[config.mk]
export PLATFORM = sky130hd
export DESIGN_NAME = scan_chain_loader_flat
export DESIGN_NICKNAME = d
export VERILOG_FILES = /design/src/rtl/scan_chain_loader_if.sv /design/src/rtl/scan_chain_loader.sv /design/src/flat_wrapper.sv
export SDC_FILE = /design/constraint.sdc
export NUM_CORES = 1
export LEC_CHECK = 0
export ABC_AREA = 1
export ABC_CLOCK_PERIOD_IN_PS = 7300
export BUFFER_PORTS_ARGS = -buffer_cell sky130_fd_sc_hd__buf_2
export CAP_MARGIN = 20
export CORE_ASPECT_RATIO = 1.2
export CORE_MARGIN = 1
export CORE_UTILIZATION = 60
export DETAILED_ROUTE_END_ITERATION = 8
export GPL_TIMING_DRIVEN = 0
export PLACE_DENSITY = 0.86
export SYNTH_ARGS = -nofsm -noshare
export SYNTH_HDL_FRONTEND = slang
export SYNTH_SLANG_ARGS = --single-unit
[constraint.sdc]
create_clock -name clk -period 7.3 [get_ports clk]
set_clock_uncertainty 0.2 [all_clocks]
set_input_delay 0.73 -clock clk [delete_from_list [all_inputs] [get_ports clk]]
set_output_delay 0.73 -clock clk [all_outputs]
set_load 0.05 [all_outputs]
[src/rtl/scan_chain_loader_if.sv]
// rtl/scan_chain_loader_if.sv - configuration controller / chain side bundle of the scan chain loader
interface scan_chain_loader_if #(
    parameter int WORD_W  = 32,
    parameter int COUNT_W = 16
);
    // load request
    logic               start;
    logic [COUNT_W-1:0] num_bits;
    // config word stream
    logic [WORD_W-1:0]  word_data;
    logic               word_valid;
    logic               word_ready;
    // programming interface towards the fabric
    logic               sc_clk;
    logic               sc_data;
    logic               sc_data_in;
    // status and readback
    logic               busy;
    logic               done;
    logic [WORD_W-1:0]  readback_data;
    logic               readback_valid;

    // controller / fabric side
    modport master (
        output start, num_bits, word_data, word_valid, sc_data_in,
        input  word_ready, sc_clk, sc_data, busy, done, readback_data, readback_valid
    );

    // loader side
    modport slave (
        input  start, num_bits, word_data, word_valid, sc_data_in,
        output word_ready, sc_clk, sc_data, busy, done, readback_data, readback_valid
    );
endinterface

[src/rtl/scan_chain_loader.sv]
// rtl/scan_chain_loader.sv - serializes config words into the scan chain and captures the chain tail
module scan_chain_loader #(
    parameter int WORD_W  = 32,
    parameter int COUNT_W = 16,
    parameter int CLK_DIV = 1
) (
    input  logic              clk,
    input  logic              reset,
    scan_chain_loader_if.slave bus
);
    localparam int IDX_W = (WORD_W > 1) ? $clog2(WORD_W) : 1;
    localparam int DIV_W = (CLK_DIV > 1) ? $clog2(CLK_DIV) : 1;

    typedef enum logic [2:0] {
        S_IDLE,
        S_LOAD,
        S_LOW,
        S_HIGH,
        S_FINISH
    } state_t;

    state_t             state_q, state_d;
    logic [COUNT_W-1:0] count_q, count_d;
    logic [COUNT_W-1:0] bits_done_q, bits_done_d;
    logic [IDX_W-1:0]   idx_q, idx_d;
    logic [DIV_W-1:0]   div_q, div_d;
    logic [WORD_W-1:0]  word_q, word_d;
    logic [WORD_W-1:0]  rb_q, rb_d;
    logic [WORD_W-1:0]  rb_out_q, rb_out_d;
    logic               rb_valid_q, rb_valid_d;
    logic               sc_clk_q, sc_clk_d;
    logic               sc_data_q, sc_data_d;

    logic               phase_last;
    logic               idx_last;
    logic               last_bit;
    logic [IDX_W-1:0]   idx_next;
    logic [WORD_W-1:0]  rb_fill;

    // Bit index doubles as the readback position: words always start at
    // bit 0, so bits done mod WORD_W equals the index within the word.
    assign phase_last = (div_q == DIV_W'(CLK_DIV - 1));
    assign idx_last   = (idx_q == IDX_W'(WORD_W - 1));
    assign last_bit   = ((bits_done_q + COUNT_W'(1)) == count_q);
    assign idx_next   = idx_q + IDX_W'(1);

    // Next-state, datapath and registered scan outputs
    always_comb begin
        state_d     = state_q;
        count_d     = count_q;
        bits_done_d = bits_done_q;
        idx_d       = idx_q;
        div_d       = div_q;
        word_d      = word_q;
        rb_d        = rb_q;
        rb_out_d    = rb_out_q;
        rb_valid_d  = 1'b0;
        sc_clk_d    = sc_clk_q;
        sc_data_d   = sc_data_q;
        rb_fill     = rb_q;
        rb_fill[idx_q] = bus.sc_data_in;

        case (state_q)
            S_IDLE: begin
                if (bus.start) begin
                    if (bus.num_bits != '0) begin
                        count_d     = bus.num_bits;
                        bits_done_d = '0;
                        state_d     = S_LOAD;
                    end else begin
                        state_d = S_FINISH;
                    end
                end
            end

            S_LOAD: begin
                sc_clk_d = 1'b0;
                if (bus.word_valid) begin
                    word_d    = bus.word_data;
                    idx_d     = '0;
                    div_d     = '0;
                    sc_data_d = bus.word_data[0];
                    state_d   = S_LOW;
                end
            end

            S_LOW: begin
                if (phase_last) begin
                    // capture the tail before the rising edge shifts the chain
                    div_d    = '0;
                    sc_clk_d = 1'b1;
                    state_d  = S_HIGH;
                    if (idx_last) begin
                        rb_out_d   = rb_fill;
                        rb_valid_d = 1'b1;
                        rb_d       = '0;
                    end else begin
                        rb_d = rb_fill;
                    end
                end else begin
                    div_d = div_q + DIV_W'(1);
                end
            end

            S_HIGH: begin
                if (phase_last) begin
                    div_d       = '0;
                    sc_clk_d    = 1'b0;
                    bits_done_d = bits_done_q + COUNT_W'(1);
                    if (last_bit) begin
                        state_d = S_FINISH;
                        // a full final word was already flushed at its last sample
                        if (!idx_last) begin
                            rb_out_d   = rb_q;
                            rb_valid_d = 1'b1;
                            rb_d       = '0;
                        end
                    end else if (idx_last) begin
                        state_d = S_LOAD;
                    end else begin
                        idx_d     = idx_next;
                        sc_data_d = word_q[idx_next];
                        state_d   = S_LOW;
                    end
                end else begin
                    div_d = div_q + DIV_W'(1);
                end
            end

            S_FINISH: begin
                sc_clk_d = 1'b0;
                state_d  = S_IDLE;
            end

            default: begin
                state_d = S_IDLE;
            end
        endcase
    end

    // State and datapath registers with synchronous clear
    always_ff @(posedge clk) begin
        if (reset) begin
            state_q     <= S_IDLE;
            count_q     <= '0;
            bits_done_q <= '0;
            idx_q       <= '0;
            div_q       <= '0;
            word_q      <= '0;
            rb_q        <= '0;
            rb_out_q    <= '0;
            rb_valid_q  <= 1'b0;
            sc_clk_q    <= 1'b0;
            sc_data_q   <= 1'b0;
        end else begin
            state_q     <= state_d;
            count_q     <= count_d;
            bits_done_q <= bits_done_d;
            idx_q       <= idx_d;
            div_q       <= div_d;
            word_q      <= word_d;
            rb_q        <= rb_d;
            rb_out_q    <= rb_out_d;
            rb_valid_q  <= rb_valid_d;
            sc_clk_q    <= sc_clk_d;
            sc_data_q   <= sc_data_d;
        end
    end

    assign bus.word_ready     = (state_q == S_LOAD);
    assign bus.busy           = (state_q != S_IDLE);
    assign bus.done           = (state_q == S_FINISH);
    assign bus.sc_clk         = sc_clk_q;
    assign bus.sc_data        = sc_data_q;
    assign bus.readback_data  = rb_out_q;
    assign bus.readback_valid = rb_valid_q;
endmodule

[src/flat_wrapper.sv]
// flat-port wrapper written by rule: the top's interface ports become plain ports
module scan_chain_loader_flat 
#(
    parameter int WORD_W  = 32,
    parameter int COUNT_W = 16,
    parameter int CLK_DIV = 1
)
  (clk, reset, bus_start, bus_num_bits, bus_word_data, bus_word_valid, bus_sc_data_in, bus_word_ready, bus_sc_clk, bus_sc_data, bus_busy, bus_done, bus_readback_data, bus_readback_valid);
  scan_chain_loader_if #(.WORD_W(WORD_W), .COUNT_W(COUNT_W)) bus_i ();
  input  logic clk;
  input  logic reset;
  input wire logic [$bits(bus_i.start)-1:0] bus_start;
  input wire logic [$bits(bus_i.num_bits)-1:0] bus_num_bits;
  input wire logic [$bits(bus_i.word_data)-1:0] bus_word_data;
  input wire logic [$bits(bus_i.word_valid)-1:0] bus_word_valid;
  input wire logic [$bits(bus_i.sc_data_in)-1:0] bus_sc_data_in;
  output wire logic [$bits(bus_i.word_ready)-1:0] bus_word_ready;
  output wire logic [$bits(bus_i.sc_clk)-1:0] bus_sc_clk;
  output wire logic [$bits(bus_i.sc_data)-1:0] bus_sc_data;
  output wire logic [$bits(bus_i.busy)-1:0] bus_busy;
  output wire logic [$bits(bus_i.done)-1:0] bus_done;
  output wire logic [$bits(bus_i.readback_data)-1:0] bus_readback_data;
  output wire logic [$bits(bus_i.readback_valid)-1:0] bus_readback_valid;
  assign bus_i.start = bus_start;
  assign bus_i.num_bits = bus_num_bits;
  assign bus_i.word_data = bus_word_data;
  assign bus_i.word_valid = bus_word_valid;
  assign bus_i.sc_data_in = bus_sc_data_in;
  assign bus_word_ready = bus_i.word_ready;
  assign bus_sc_clk = bus_i.sc_clk;
  assign bus_sc_data = bus_i.sc_data;
  assign bus_busy = bus_i.busy;
  assign bus_done = bus_i.done;
  assign bus_readback_data = bus_i.readback_data;
  assign bus_readback_valid = bus_i.readback_valid;
  scan_chain_loader #(.WORD_W(WORD_W), .COUNT_W(COUNT_W), .CLK_DIV(CLK_DIV)) u_core (.clk(clk), .reset(reset), .bus(bus_i));
endmodule
== Word-level counts from Yosys, hierarchy flattened ==
Cells that the tools add are included.

* Bits in registers: 140
* Latch bits: 0
* Bits in writable memories: 0
* ROM bits: 0
* Output and inout bits: 38
* Memories: 0

* Add/sub/neg operators: 3
* Multiply operators: 0
* Div/mod/pow operators: 0
* Magnitude comparators: 3
* Equality and inequality tests: 15
* Shift operators: 0
* Multiplexer cells: 51
* Bitwise operators: 0
* Reduce and logical (&&, ||, !) cells: 20

{| class="wikitable"
|+ Operators by type and width
! kind !! count
|-
| $mux 32 || 10
|-
| $pmux 32 s2 || 2
|-
| $mux 16 || 3
|-
| $bwmux 32 || 1
|-
| $pmux 16 s2 || 1
|-
| $mux 5 || 4
|-
| $mux 3 || 6
|-
| $add 16x1->16 const B || 1
|-
| $eq 16x16->1 || 1
|-
| $reduce_bool 16->1 || 1
|-
| $mux 1 || 15
|-
| $lt 5x6->1 const B || 2
|-
| $ne 2x2->1 const B || 6
|-
| $pmux 3 s4 || 1
|-
| $pmux 5 s2 || 1
|-
| $reduce_and 5->1 || 2
|-
| $reduce_and 4->1 || 2
|-
| $reduce_bool 2->1 || 4
|-
| $eq 3x2->1 const B || 2
|-
| $ne 2x1->1 const B || 3
|-
| $pmux 1 s2 || 3
|-
| $reduce_and 3->1 || 2
|-
| $reduce_and 6->1 || 1
|-
| $reduce_bool 3->1 || 2
|-
| other kinds (14) || 16
|}

== Depth between registers and ports, before layout ==
* Depth after elaboration: 8
* Mapped depth: 18

== Worst setup path before layout ==
OpenSTA, ideal clock, no wires.

* Kind: register to register
* Start point: register u_core.idx_q[1]
* End point: register u_core.rb_q[0]
* Library setup time: 70 ps
* Arrival time: 2488 ps
* Required time: 7030 ps
* Path slack: 4542 ps
* Cell stages (with the launch flop): 15
* Buffers on the path: 4
* Clock period less this slack: 2758 ps
* Path through: dfxtp_1 > ha_1 > clkbuf_1 > nand2_1 > nor2_1 > ha_1 > clkbuf_1 > clkinv_1 > nor2_1 > nor2_1 > clkbuf_1 > clkbuf_1 > nand3_1 > nand2_1 > a21oi_1

* Cells in the longest elaborated chain, start to end: 8
* Elaborated cells on any way between the ends: 12

{| class="wikitable"
|+ Ends and longest elaborated chain
! item !! RTL line !! text
|-
| start, declared || scan_chain_loader.sv:25 || <nowiki>logic [IDX_W-1:0] idx_q, idx_d;</nowiki>
|-
| start signal, assigned || scan_chain_loader.sv:159 || <nowiki>idx_q <= idx_d;</nowiki>
|-
| $lt 5x6->1 (implied by the code) or $ge 5x1->1 (tied branches) || scan_chain_loader.sv:61 || <nowiki>rb_fill[idx_q] = bus.sc_data_in;</nowiki>
|-
| $logic_and 1x1->1 (implied by the code) || scan_chain_loader.sv:61 ||
|-
| $mux 1 (implied by the code) || scan_chain_loader.sv:61 ||
|-
| $demux 1 s5 || - ||
|-
| $bwmux 32 || scan_chain_loader.sv:61 ||
|-
| $mux 32 || scan_chain_loader.sv:93 || <nowiki>if (idx_last) begin</nowiki>
|-
| $mux 32 || scan_chain_loader.sv:88 || <nowiki>if (phase_last) begin</nowiki>
|-
| $pmux 32 s2 || scan_chain_loader.sv:63 || <nowiki>case (state_q)</nowiki>
|-
| end signal, assigned || scan_chain_loader.sv:162 || <nowiki>rb_q <= rb_d;</nowiki>
|-
| end, declared || scan_chain_loader.sv:28 || <nowiki>logic [WORD_W-1:0] rb_q, rb_d;</nowiki>
|}

Several ways; a longest one is shown, not always the timed one. The select of a mux whose other input is x is not followed.
A chain may end at the register's enable or synchronous reset.

== Worst setup path in the final report ==
* Start point: register u_core.idx_q[1]
* End point: register u_core.rb_q[1]

The elaborated chain is that of the path after synthesis.

==> metrics.txt <==
worst ir drop on vdd=about 0.21 mV; Root Buffer=clkbuf_16; CTS Hold Bufs=0; drt drc=0; number of library cell types mapped by synthesis=31; port bufs=89; Routability Congestion=between 0.9 and 1; Setup TNS=0 ps; Slew @ Worst Pin=~700 ps; share of flip-flops with an asynchronous set or reset=0%; Clock Sinks=approximately 140; sequential fraction of the synthesis area=a little over a third; min-delay worst type=reg -> reg; CTS H-tree depth=4; Clk pwr share=between 20 and 30%; Core ar.=between 0.01 and 0.015 mm²; CP max-delay cell=clkbuf_1; Starting Density=about three fifths; Pint=1.759 mW; Clock Tree Buf Depth=2; drt first pass iters=5; fraction of final layout cells sized beyond drive strength 1=between 10 and 15%; final hold vios=0; vias per cell=5.393; PnR worst setup slack=about 3500 ps; worst-skew pair later-pin latency=roughly 430 ps; area delta synth->final=15.66%; final period utilization=52.66%; Reg power frac=about a third; gr usage total=between 30 and 40%; synthesis-stage register bit count=between 100 and 150; detailed router's first-iteration violation count=between 500 and 600; largest net degree at the start of global routing=17; CP Launch Type=flip-flop; Slew HR=between 50% and 60%; pre-CTS setup slack=roughly 3600 ps; initial antenna violation count=0; outcome=finished, final reports clean; sw power=around 1.2 mW; vias in the first global route=roughly 7.6k; CP most frequent cell=clkbuf_1; commonest non-fill, non-tap cell in the layout=nand2_1; via count=about 8.5k; Critical Path Max Stage Delay=420 ps; final setup vio count=0; Routed Antenna Nets=0; Synth Area in Simple Gates=between 30 and 40%; number of cells after detailed placement=1548; chip width=about 110 µm; Power Total=~3.0 mW; largest family of logic cells by synthesized area=simple AND/OR/NAND/NOR gates; Post-CTS Setup Bufs=0; max cap viols=0; adder-cell share of the synthesized area=less than 1%; fin cells=between 1.5k and 2k; Placed Area=approximately 0.0085 mm²; critical-path maximum fanout=10; critical-path cell list=ha_1, clkbuf_1, nand2_1, nor2_1, ha_1, clkbuf_1, clkinv_1, nor2_1, nor2_1, clkbuf_1, clkbuf_1, nand3_1, nand2_1, a21oi_1; Max Fclk=0.2601 GHz; DR WL/cell=13.20 µm; final WL=around 21000 µm; CP Data Arrival Time=about 4000 ps; Switching Fraction=between 40% and 50%; compound-cell area share of the yosys netlist=between 10% and 20%; GR Overflow Total=0; minimum clock period=between 3000 and 4000 ps; Die H=127.6 µm; CP Data Required Time=roughly 7500 ps; CTS Buf Count=17; most frequent cells in the layout=314 x nand2_1, 197 x inv_1, 150 x nor2_1; die area=approximately 0.014 mm²; syn_nets=1354; P_leak=3.945 nW; Synth Warn #=0; Setup CP Type=reg -> reg; Post-Synthesis Cell Area=just under 0.008 mm²; number of synthesized flops with an enable pin=0; Synth Area in XOR/XNOR=less than 1%; multiplexer share of the synthesized area=0%; Synth Area per Inst=6.091 µm²; Mapped Cells=between 1k and 1.5k; HPWL after DPL=about 15000 µm; first-pass GRT wire length=between 30000 and 40000 µm; power per cell area=approximately 330 mW/mm²; post_cts resized=0; Clock Pin Slew Worst Setup and Hold Paths=approximately 60 ps; dominant synthesized flop cell=dfxtp_1; Combinational Power Share=between 30 and 40%; Fin Hold WS=between 200 and 300 ps; fin area=0.009123 mm²; TritonCTS clock tree=yes; Site Rows=45; final core occ=between 70% and 80%; Boundary Pins=91; antenna diode count=0; layout net count=around 1.5k; Slew Viols, Final=0; critical path endpoint category=flip-flop; RSZ-0062 raised after global routing=false
==> cell families after synthesis <==
family          after synthesis
compound gates              236
xor+xnor                      5
fa+ha+maj                     6
buf+inv                     277
flops                       139
simple gates                632
==> power by group through the flow <==
stage	registers (mW)	logic [mW]	clock network, mW
finish	1.01	1.14	0.854
global route	1.03	1.27	0.892
CTS	1.01	1.13	0.858
detailed placement	1.03	1.12	0
global placement	1.02	1.09	0
floorplan	1.19	0.689	0
==> area by class of cell <==
class	count	area [µm²]
buffer	75	311.5
sequential	139	2783
tap	164	205.2
fill	1133	3602
inverter	202	758.2
clock buffer	19	452.9
clock inverter	13	131.4
multi-input combinational	879	4035
timing repair buffer	89	445.4
==> critical path: cells and delay by family, from the launching register on <==
family          cells  cell delay, ps
buf+inv             5            1810
flops               1             410
fa+ha+maj           2             310
simple gates        6             880
compound gates      1             160
==> sequential cells by signal (all words and copies together) (netlist names) <==
| name | flops |
|---|---|
| u_core.count_q | 16 |
| u_core.idx_q | 5 |
| u_core.word_q | 32 |
| u_core.bus.sc_data | 1 |
| u_core.bus.readback_valid | 1 |
| u_core.bus.readback_data | 32 |
| u_core.bits_done_q | 16 |
| u_core.bus.sc_clk | 1 |
| u_core.state_q | 3 |
| u_core.rb_q | 32 |
==> path summary, 6_finish.rpt <==
kind / startpoint / endpoint / slack [ps] / cells after the start
setup / recovery: u_core.idx_q[1] / u_core.rb_q[1] / 3460 / 14
hold / removal: u_core.word_q[10] / u_core.word_q[10] / 260 / 2
setup reg to reg: u_core.idx_q[1] / u_core.rb_q[1] / 3460 / 14
hold reg to reg: u_core.word_q[10] / u_core.word_q[10] / 260 / 2
==> synthesized netlist by cell type, types with 5 or more instances <==
cell / instances / area (µm²)
buf_2: 9 / 45.04
nand2_1: 314 / 1179
clkbuf_1: 55 / 206.5
nor4_1: 5 / 31.28
o21ai_0: 130 / 650.6
nand3_1: 110 / 550.5
nand4_1: 41 / 256.5
ha_1: 6 / 75.07
buf_4: 5 / 37.54
a21oi_1: 93 / 465.5
inv_1: 197 / 739.5
dfxtp_1: 139 / 2783
nor2_1: 150 / 563.0
o211ai_1: 8 / 60.06
buf_1: 6 / 22.52
==> per-layer routing <==
metal | vias to the layer above | GRT usage, % | part of all wire (%)
met3 | 66 | 4.490 | 7.8
li1 | 4332 | - | -
met5 | - | 0 | 0
met1 | 3745 | 37.41 | 40
met2 | 378 | 53.78 | 49
met4 | 0 | 16.04 | 3.4
(Power assumes the default switching activity.)
